File: src/rtl/adc_therm_conditioner.sv
// adc_therm_conditioner
// Flash-ADC front end: sequences the S/H switch, synchronises the 7 async
// comparator outputs, removes single-bit bubbles by 3-input majority and
// only presents a word once it has been stable (or the qualify window ran out).
//
// Optional feature macro: ADC_SYNC3_EN
//   defined   -> 3-flop comparator synchroniser (one extra cycle of sync latency)
//   undefined -> 2-flop comparator synchroniser
// FSM timing is identical in both builds.
//
// Output handshake: therm_valid is a one-cycle strobe with no back-pressure;
// therm_out, bubble_err and qual_timeout change in the strobe cycle and then
// hold until the next capture.
//
// dbg_state exposes the FSM state: 0 IDLE, 1 TRACK, 2 SETTLE, 3 QUALIFY, 4 PRESENT.
module adc_therm_conditioner #(
  parameter int TRACK_CYCLES  = 100,
  parameter int SETTLE_CYCLES = 16,
  parameter int STABLE_CNT    = 4,
  parameter int QUAL_TIMEOUT  = 64,
  parameter int CNT_W         = 8
) (
  input  logic       clk,
  input  logic       rst_n,
  input  logic       en,
  input  logic [6:0] comp_in,
  output logic       sh_hold,
  output logic       busy,
  output logic [7:0] therm_out,
  output logic       therm_valid,
  output logic       bubble_err,
  output logic       qual_timeout,
  output logic [2:0] dbg_state
);

`ifdef ADC_SYNC3_EN
  localparam int SYNC_DEPTH = 3;
`else
  localparam int SYNC_DEPTH = 2;
`endif

  // Last counter value of each timed phase (counter starts at 0 on entry).
  localparam logic [CNT_W-1:0] L_TRACK_LAST  = CNT_W'(TRACK_CYCLES - 1);
  localparam logic [CNT_W-1:0] L_SETTLE_LAST = CNT_W'(SETTLE_CYCLES - 1);
  localparam logic [CNT_W-1:0] L_QUAL_LAST   = CNT_W'(QUAL_TIMEOUT - 1);
  localparam logic [CNT_W-1:0] L_STABLE      = CNT_W'(STABLE_CNT);

  typedef enum logic [2:0] {
    S_IDLE    = 3'd0,
    S_TRACK   = 3'd1,
    S_SETTLE  = 3'd2,
    S_QUALIFY = 3'd3,
    S_PRESENT = 3'd4
  } state_t;

  state_t                       r_state;
  state_t                       w_state_next;
  logic [CNT_W-1:0]             r_cnt;
  logic [CNT_W-1:0]             r_stable;
  logic [CNT_W-1:0]             w_stable_next;
  logic [6:0]                   r_c_prev;
  logic                         r_bad_seen;
  logic [SYNC_DEPTH-1:0][6:0]   r_sync;
  logic [6:0]                   w_s;
  logic [8:0]                   w_ext;
  logic [6:0]                   w_c;
  logic [7:0]                   w_s_plus;
  logic                         w_raw_bad;
  logic                         w_stable_hit;
  logic                         w_timeout_hit;
  logic                         w_capture;
  logic [7:0]                   r_therm;
  logic                         r_bubble;
  logic                         r_qto;

  // Comparator synchroniser: each bit runs through SYNC_DEPTH flops.
  always_ff @(posedge clk or negedge rst_n) begin
    if (!rst_n) begin
      r_sync <= '0;
    end else begin
      r_sync[0] <= comp_in;
      for (int i = 1; i < SYNC_DEPTH; i++) begin
        r_sync[i] <= r_sync[i-1];
      end
    end
  end

  assign w_s = r_sync[SYNC_DEPTH-1];

  // Pad with the implied s[-1]=1 below and s[7]=0 above, so w_ext[i+1] = s[i].
  assign w_ext = {1'b0, w_s, 1'b1};

  // Bubble correction: each bit becomes the majority of itself and its neighbours.
  always_comb begin
    w_c = '0;
    for (int i = 0; i < 7; i++) begin
      w_c[i] = (w_ext[i]   & w_ext[i+1]) |
               (w_ext[i]   & w_ext[i+2]) |
               (w_ext[i+1] & w_ext[i+2]);
    end
  end

  // A legal thermometer word is 2^k-1, i.e. has no set bit above a zero.
  assign w_s_plus  = {1'b0, w_s} + 8'd1;
  assign w_raw_bad = |({1'b0, w_s} & w_s_plus);

  // Run length of identical corrected words; the first QUALIFY cycle starts at 1.
  assign w_stable_next = ((r_stable == '0) || (w_c != r_c_prev)) ? CNT_W'(1)
                                                                  : r_stable + CNT_W'(1);
  assign w_stable_hit  = (w_stable_next == L_STABLE);
  assign w_timeout_hit = (r_cnt == L_QUAL_LAST);
  assign w_capture     = (r_state == S_QUALIFY) && (w_stable_hit || w_timeout_hit);

  // State register.
  always_ff @(posedge clk or negedge rst_n) begin
    if (!rst_n) begin
      r_state <= S_IDLE;
    end else begin
      r_state <= w_state_next;
    end
  end

  // Next-state logic.
  always_comb begin
    w_state_next = r_state;
    case (r_state)
      S_IDLE:    if (en) w_state_next = S_TRACK;
      S_TRACK:   if (r_cnt == L_TRACK_LAST) w_state_next = S_SETTLE;
      S_SETTLE:  if (r_cnt == L_SETTLE_LAST) w_state_next = S_QUALIFY;
      S_QUALIFY: if (w_capture) w_state_next = S_PRESENT;
      S_PRESENT: w_state_next = en ? S_TRACK : S_IDLE;
      default:   w_state_next = S_IDLE;
    endcase
  end

  // Output decode from state.
  always_comb begin
    sh_hold     = 1'b0;
    busy        = 1'b1;
    therm_valid = 1'b0;
    dbg_state   = r_state;
    case (r_state)
      S_IDLE:    busy        = 1'b0;
      S_SETTLE:  sh_hold     = 1'b1;
      S_QUALIFY: sh_hold     = 1'b1;
      S_PRESENT: therm_valid = 1'b1;
      default:   ;
    endcase
  end

  // Shared phase counter: cleared on every state change and while idle.
  always_ff @(posedge clk or negedge rst_n) begin
    if (!rst_n) begin
      r_cnt <= '0;
    end else if ((w_state_next != r_state) || (r_state == S_IDLE)) begin
      r_cnt <= '0;
    end else begin
      r_cnt <= r_cnt + CNT_W'(1);
    end
  end

  // Stability tracking and bubble accumulation during QUALIFY.
  always_ff @(posedge clk or negedge rst_n) begin
    if (!rst_n) begin
      r_stable   <= '0;
      r_c_prev   <= '0;
      r_bad_seen <= 1'b0;
    end else if (r_state == S_QUALIFY) begin
      r_stable   <= w_stable_next;
      r_c_prev   <= w_c;
      r_bad_seen <= r_bad_seen | w_raw_bad;
    end else begin
      r_stable   <= '0;
      r_bad_seen <= 1'b0;
    end
  end

  // Capture of the presented word and its flags; held until the next capture.
  always_ff @(posedge clk or negedge rst_n) begin
    if (!rst_n) begin
      r_therm  <= 8'h01;
      r_bubble <= 1'b0;
      r_qto    <= 1'b0;
    end else if (w_capture) begin
      r_therm  <= {w_c, 1'b1};
      r_bubble <= r_bad_seen | w_raw_bad;
      r_qto    <= ~w_stable_hit;
    end
  end

  assign therm_out    = r_therm;
  assign bubble_err   = r_bubble;
  assign qual_timeout = r_qto;

endmodule

File: config.mk
export PLATFORM = sky130hd
export DESIGN_NAME = adc_therm_conditioner
export DESIGN_NICKNAME = d
export VERILOG_FILES = /design/src/rtl/adc_therm_conditioner.sv
export SDC_FILE = /design/constraint.sdc
export NUM_CORES = 1
export LEC_CHECK = 0
export ABC_AREA = 1
export BUFFER_PORTS_ARGS = -buffer_cell sky130_fd_sc_hd__buf_2
export CAP_MARGIN = 10
export CORE_MARGIN = 10
export CORE_UTILIZATION = 50
export CTS_BUF_LIST = sky130_fd_sc_hd__clkbuf_8
export DETAILED_ROUTE_END_ITERATION = 8
export PLACE_DENSITY = 0.82
export SETUP_SLACK_MARGIN = 0.1
export SLEW_MARGIN = 20
export SYNTH_ARGS = -nofsm -noshare
export SYNTH_HDL_FRONTEND = slang
export SYNTH_SLANG_ARGS = --single-unit
File: constraint.sdc
create_clock -name clk -period 2 [get_ports clk]
set_input_delay 0.2 -clock clk [delete_from_list [all_inputs] [get_ports clk]]
set_output_delay 0.2 -clock clk [all_outputs]
set_load 0.01 [all_outputs]
### After elaboration in Yosys (flattened, before gate mapping)

Index checks and enable logic that the tools add are counted.

| word-level totals | value |
|---|---|
| bits in latches | 0 |
| memories | 0 |
| logic and storage cells | 70 |
| bits in registers | 50 |
| memory bits (writable) | 0 |
| bits of input ports | 10 |
| ROM bits | 0 |
| output and inout port bits | 16 |

| operators by class | value |
|---|---|
| order comparisons | 0 |
| multiply operators | 0 |
| mux-type cells | 13 |
| div/mod/pow operators | 0 |
| $add $sub $neg | 3 |
| equality and inequality tests | 10 |
| bitwise logic cells | 26 |
| reduce and logical (&&, ||, !) cells | 8 |
| shift-type cells | 0 |

Operators with widths:

| kind | number |
|---|---|
| 2-to-1 mux 8 bit | 3 |
| adder 8 x 1 -> 8 bit (second input constant) | 2 |
| case mux 3 bit (5 select lines) | 1 |
| bitwise OR 1 bit | 13 |
| 2-to-1 mux 3 bit | 4 |
| bitwise AND 1 bit | 11 |
| adder 7 x 1 -> 8 bit (second input constant) | 1 |
| bitwise AND 7 x 8 -> 8 bit | 1 |
| equality test 8 x 3 -> 1 bit (second input constant) | 1 |
| equality test 8 x 4 -> 1 bit (second input constant) | 1 |
| equality test 8 x 6 -> 1 bit (second input constant) | 1 |
| equality test 8 x 7 -> 1 bit (second input constant) | 1 |
| logical NOT 8 bit | 1 |
| OR reduction 8 bit | 1 |
| != test 7 bit | 1 |
| equality test 3 x 2 -> 1 bit (second input constant) | 2 |
| 2-to-1 mux 1 bit | 5 |
| equality test 3 x 1 -> 1 bit (second input constant) | 1 |
| equality test 3 bit (second input constant) | 1 |
| logical NOT 3 bit | 1 |
| logical OR 1 bit | 3 |
| != test 3 bit | 1 |
| OR reduction 2 bit | 1 |
| logical AND 1 bit | 1 |
| inverter 1 bit | 1 |

### Logic depth before layout (Yosys ltp)

| depth | value |
|---|---|
| depth in word-level cells | 14 |
| mapped depth | 15 |
| gate-level depth less buffers | 14 |

### Worst setup path before layout

No wires, ideal clock.

| timing | value |
|---|---|
| path kind | register -> register |
| start | register r_stable[0] |
| end | register r_bubble (netlist: bubble_err) |
| cell stages (with the launch flop) | 13 |
| setup slack | 0.178 ns |
| period minus slack after synthesis | 1.822 ns |
| arrival | 1.691 ns |
| buffers on the path | 1 |
| cells stage by stage | dfrtp_1 > ha_1 > xor2_1 > nand3_1 > a21oi_1 > nand3_1 > nor2_1 > nand3_2 > nand2_2 > nand2_4 > buf_6 > nand2_2 > o21ai_2 |

| on the way | value |
|---|---|
| word-level cells in the longest chain between the ends | 6 |

RTL lines:

| what | line | text |
|---|---|---|
| from (decl) | 59 | `logic [CNT_W-1:0] r_stable;` |
| from (signal assigned) | 169 | `r_stable <= w_stable_next;` |
| branches (longest 2 deep; another with adder 8 x 1 -> 8 bit) | - |  |
| 2-to-1 mux 8 bit (*) | 108 | `assign w_stable_next = ((r_stable == '0) \|\| (w_c != r_c_prev)) ? CNT_W'(1)` |
| equality test 8 x 3 -> 1 bit (*) | 110 | `assign w_stable_hit = (w_stable_next == L_STABLE);` |
| logical OR 1 bit (*) | 112 | `assign w_capture = (r_state == S_QUALIFY) && (w_stable_hit \|\| w_timeout_hit);` |
| logical AND 1 bit (*) | 112 |  |
| to (signal assigned) | 186 | `r_bubble <= r_bad_seen \| w_raw_bad;` |
| to (decl) | 73 | `logic r_bubble;` |

Mark *: on every way between the ends.
A chain may end at the register's enable or synchronous reset.

### Final worst setup path

| timing | value |
|---|---|
| start | register r_sync (netlist bit w_s[1]) |
| end | register r_bubble (netlist: bubble_err) |

| on the way | value |
|---|---|
| word-level cells in the longest chain between the ends | 9 |

RTL lines:

| what | line | text |
|---|---|---|
| from (decl) | 63 | `logic [SYNC_DEPTH-1:0][6:0] r_sync;` |
| from (signal, indexed assignment) | 83 | `r_sync[i] <= r_sync[i-1];` |
| bitwise AND 1 bit (on tied branches) | 97, 99, 98 |  |
| bitwise OR 1 bit | 97 | `w_c[i] = (w_ext[i] & w_ext[i+1]) \|` |
| bitwise OR 1 bit | 98 | `(w_ext[i] & w_ext[i+2]) \|` |
| != test 7 bit | 108 |  |
| logical OR 1 bit | 108 |  |
| 2-to-1 mux 8 bit | 108 |  |
| equality test 8 x 3 -> 1 bit | 110 |  |
| logical OR 1 bit | 112 |  |
| logical AND 1 bit | 112 |  |

Parallel ways exist; a longest one is shown, timed or not.

==> flow_summary_export.csv <==
group,metric,value,unit
min_path,worstHoldStart,"en",
synth,synthArstFlopShare,100,%
power,seq_power_share,58.1,%
place,place_area,2640,um^2
layout,fillers,332,
synth,yosysSeqAreaShare,51.7,%
layout,diodes,0,
drt,drc,0,
setup_path,cp.depth,14,
timing,slew_headroom,61.0,%
place,hpwl,3270,um
drt,met3_length,273,um
synth,yosysTopAreaCellShare,51.7,%
drt,drt-wirelength-per-cell,14.3,um
synth,synth_flop_cell,"dfrtp_1",
setup_path,r2r-end,"bubble_err",
global_route,antenna_found_initial,0,
clock_network,ctsHtreeMaxLevel,2,
timing,setup_viol,17,
flow_run,cap_violations,0,
floorplanning,die_width,89.6,um
timing,fmax,481,MHz
run_status,status,"complete, but fails checks",
timing,rsz0062_at_grt,"true",
power,p_total,1.78,mW
run_status,violations,"negative setup slack",
layout,area_delta_synth_final,29.3,%
setup_path,arrival,2.27,ns
synth,syn_nets,273,
power,powerDensity,570,nW/um^2
layout,nets,328,
synth,synth_edf_count,0,
setup_path,critical_path_required,2.19,ns
setup_path,crit_start,"w_s[1]",
setup_path,cp_cell_sequence,"or2_4 -> nand2_4 -> nand2_2 -> nand2_2 -> nand2_2 -> nor2_4 -> nand3_2 -> nor2_2 -> nand3_2 -> nand2_4 -> buf_12 -> nand2_4 -> nand2_2 -> o21ai_2",
timing,worstMarginPinSlew,0.584,ns
setup_path,critPathKind,"flop to flop",
power,p_sw,0.449,mW
timing,fin_ws,-0.0780,ns
power,leakage,1.48,nW
place,gp_congestion,0.801,
global_route,grt_overflow,0,
floorplanning,ioPinCount,26,
layout,layout-drive-gt1-share,40.8,%
setup_path,cp_common_cell,"nand2_2",
place,io_buffers,24,
clock_network,cts_buffer_depth,2,
timing,drv_slew,0,
timing,min_period,2.08,ns
drt,drtPass1Iterations,4,
min_path,min_path_type,"primary input to flop",
drt,m1WireLength,2360,um
power,p_comb_share,6.7,%
synth,synth_top_area_cell,"dfrtp_1",
setup_path,reg2reg_from,"w_s[1]",
layout,final_core_util,66.3,%
timing,final.period_utilization,104,%
synth,synth_warnings,0,
clock_network,clock_sinks,50,
synth,synthDistinctLibCells,34,
synth,synthTopCellsByArea,"dfrtp_1 (52%), nand2_1 (8.2%), inv_1 (5.3%), nor2_2 (3.4%), nor2_1 (2.9%)",
drt,drtIter0Drc,147,
global_route,grt_pass1_vias,1894,
synth,ys_seq_elements,50,
clock_network,clock-root-buffer,"clkbuf_8",
place,dp_slack,-0.0619,ns
synth,synth_area,2420,um^2
global_route,grt_pass1_wl,8690,um
layout,seq_area,1260,um^2
setup_path,worst-path-buf-inv,1,
drt,wl_met2,2780,um
timing,finalHoldViolCount,0,
clock_network,clock_latency,0.31,ns
setup_path,worst_setup_path_start_kind,"flop",
floorplanning,core_area,4720,um^2
floorplanning,fp.dieH,89.6,um
drt,routed_wl,5470,um
drt,highest_layer,"met4",
clock_network,clk_pin_slew,0.10,ns
setup_path,slowest_stage,"dfrtp_2",
drt,via_per_inst,5.03,
clock_network,cts_inserted_buffers,5,
global_route,grt_start_max_net_pins,27,
floorplanning,start_util,51.3,%
synth,synth.avg_cell_area,9.31,um^2
global_route,grt_usage,13.8,%
setup_path,endpoint_kind,"flop",
layout,multi_input_area,1170,um^2
setup_path,max_stage_delay,0.46,ns
layout,fin_area,3130,um^2
setup_path,r2r_cells,14,
drt,vias,1928,
power,switching_share,25.2,%
clock_network,tritoncts,"done",
setup_path,crit_family,"simple AND/OR/NAND/NOR gates",
setup_path,critPathCapture,"bubble_err",
synth,syn_inst,260,
setup_path,ff2ff_setup_slack,-0.08,ns
floorplanning,core.rowCount,25,
power,ir_worst_vdd,0.487,mV
timing,finalClockSkew,0.0111,ns
power,p_int,1.33,mW
floorplanning,fp.dieArea,8030,um^2
setup_path,worstPathMaxFanout,5,
power,p_clk_share,35.2,%
drt,drtAntennaViolNets,0,
## worst register-to-register path, stage by stage, from the launching register on
cell	delay (ns)
dfrtp_2	0.46
or2_4	0.28
nand2_4	0.08
nand2_2	0.06
nand2_2	0.07
nand2_2	0.06
nor2_4	0.13
nand3_2	0.08
nor2_2	0.12
nand3_2	0.14
nand2_4	0.16
buf_12	0.13
nand2_4	0.07
nand2_2	0.08
o21ai_2	0.04
## stage by stage
step / TNS, ns / hold slack (ns) / instances
3_3_place_gp: 0 / 0.217 / 351
2_1_floorplan: 0 / -0.0956 / 260
6_report: -0.804 / 0.258 / 383
4_1_cts: 0 / 0.254 / 377
5_1_grt: -2.56 / 0.275 / 383
3_5_place_dp: -0.801 / 0.233 / 351
## placed cells by master, fill, tap and decap left out, types with 2 or more instances in the layout
cell type      netlist  layout
nor4_1               3       3
nand3_1              9       6
dfrtp_1             50      46
nand2_2             11      20
o21ai_0             10       9
dfrtp_2              0       4
inv_2                5       6
ha_4                 0       2
o21ai_2              8       8
inv_6                0       3
xor2_1               6       5
buf_6                1       2
nand3_4              2       2
dlygate4sd3_1        0       8
clkbuf_8             0       5
inv_1               34      32
nor2_4               2       5
buf_2                0      24
buf_4                1      12
xnor2_1              3       2
nor2_2              13      11
nand3_2              4       7
nor2_1              19      18
a21oi_1              3       2
nand2_4              3       5
nand2_8              0       2
buf_12               0       3
nand4_1              4       4
nor3_1               2       2
nand2_1             53      42
## kinds of logic (layout without fill, tap and decap cells)
kind of cell	count (synthesis)	after routing	share of synthesized area, %
buffers and inverters	42	96	6.98
DFF	50	50	51.7
AOI/OAI and AO/OA	27	27	7.65
other	1	1	0.155
xor gates and xnor gates	10	10	3.93
adders and majority gates	3	3	1.55
and+or+nand+nor	127	129	28.1
## metal layers
| layer | track usage, % | vias to the layer above |
|---|---|---|
| li1 | - | 922 |
| met1 | 17.5 | 940 |
| met2 | 22.3 | 60 |
| met3 | 3.34 | 6 |
| met4 | 5.06 | 0 |
| met5 | 0 | - |
## how the worst min path moves through the flow
stage,end,slack (ns),depth (start not counted)
3_5_place_dp,r_sync[5],0.23,1
4_1_cts,dbg_state[0],0.25,4
6_report,dbg_state[0],0.26,4
5_1_grt,dbg_state[0],0.27,4
2_1_floorplan,bubble_err,-0.1,0
3_3_place_gp,r_sync[5],0.22,1
## power by group through the flow
stage	clock, mW	combinational (mW)	sequential (mW)
6_report	0.627	0.120	1.04
5_1_grt	0.675	0.135	1.04
4_1_cts	0.633	0.113	1.04
3_5_place_dp	0	0.0920	1.05
3_3_place_gp	0	0.0898	1.05
2_1_floorplan	0	0.0499	1.05
## what timing repair did
| action | CTS | global route |
|---|---|---|
| endpoints found under the hold margin | 31 | 0 |
| buffers inserted | 10 | 4 |
| pin swaps | 8 | 11 |
| resized for setup | 19 | 21 |
| setup endpoints to repair | 18 | 20 |
| gates cloned | 0 | 2 |
| hold buffers | 8 | 0 |
## flip-flops by register name, indices dropped and copies added, names as in the netlist
name / flops
r_cnt: 8
r_stable: 8
r_c_prev: 7
r_sync: 7
therm_out: 7
w_s: 7
dbg_state: 3
bubble_err: 1
qual_timeout: 1
r_bad_seen: 1
## cell type report
type                            instances  share of cell area (%)
Timing Repair Buffer                   49                    11.9
Sequential cell                        50                    40.1
Clock inverter                          3                   0.839
Inverter                               39                    4.76
Multi-Input combinational cell        170                    37.5
Tap cell                               67                    2.68
Clock buffer                            5                    2.20
## cells in the mapped netlist (2+ instances only)
library cell and number:
xnor2_1 3, nor2_4 2, nand3_1 9, ha_1 3, o21ai_0 10, a21oi_1 3, inv_1 34, nor3_1 2
nor4_1 3, dfrtp_1 50, o21ai_2 8, nand2_4 3, inv_2 5, nor2_1 19, nand3_4 2, nand3_2 4
nand2_2 11, nor2_2 13, nand4_1 4, xor2_1 6, nand2_1 53
Power figures use the tool's default switching activity.
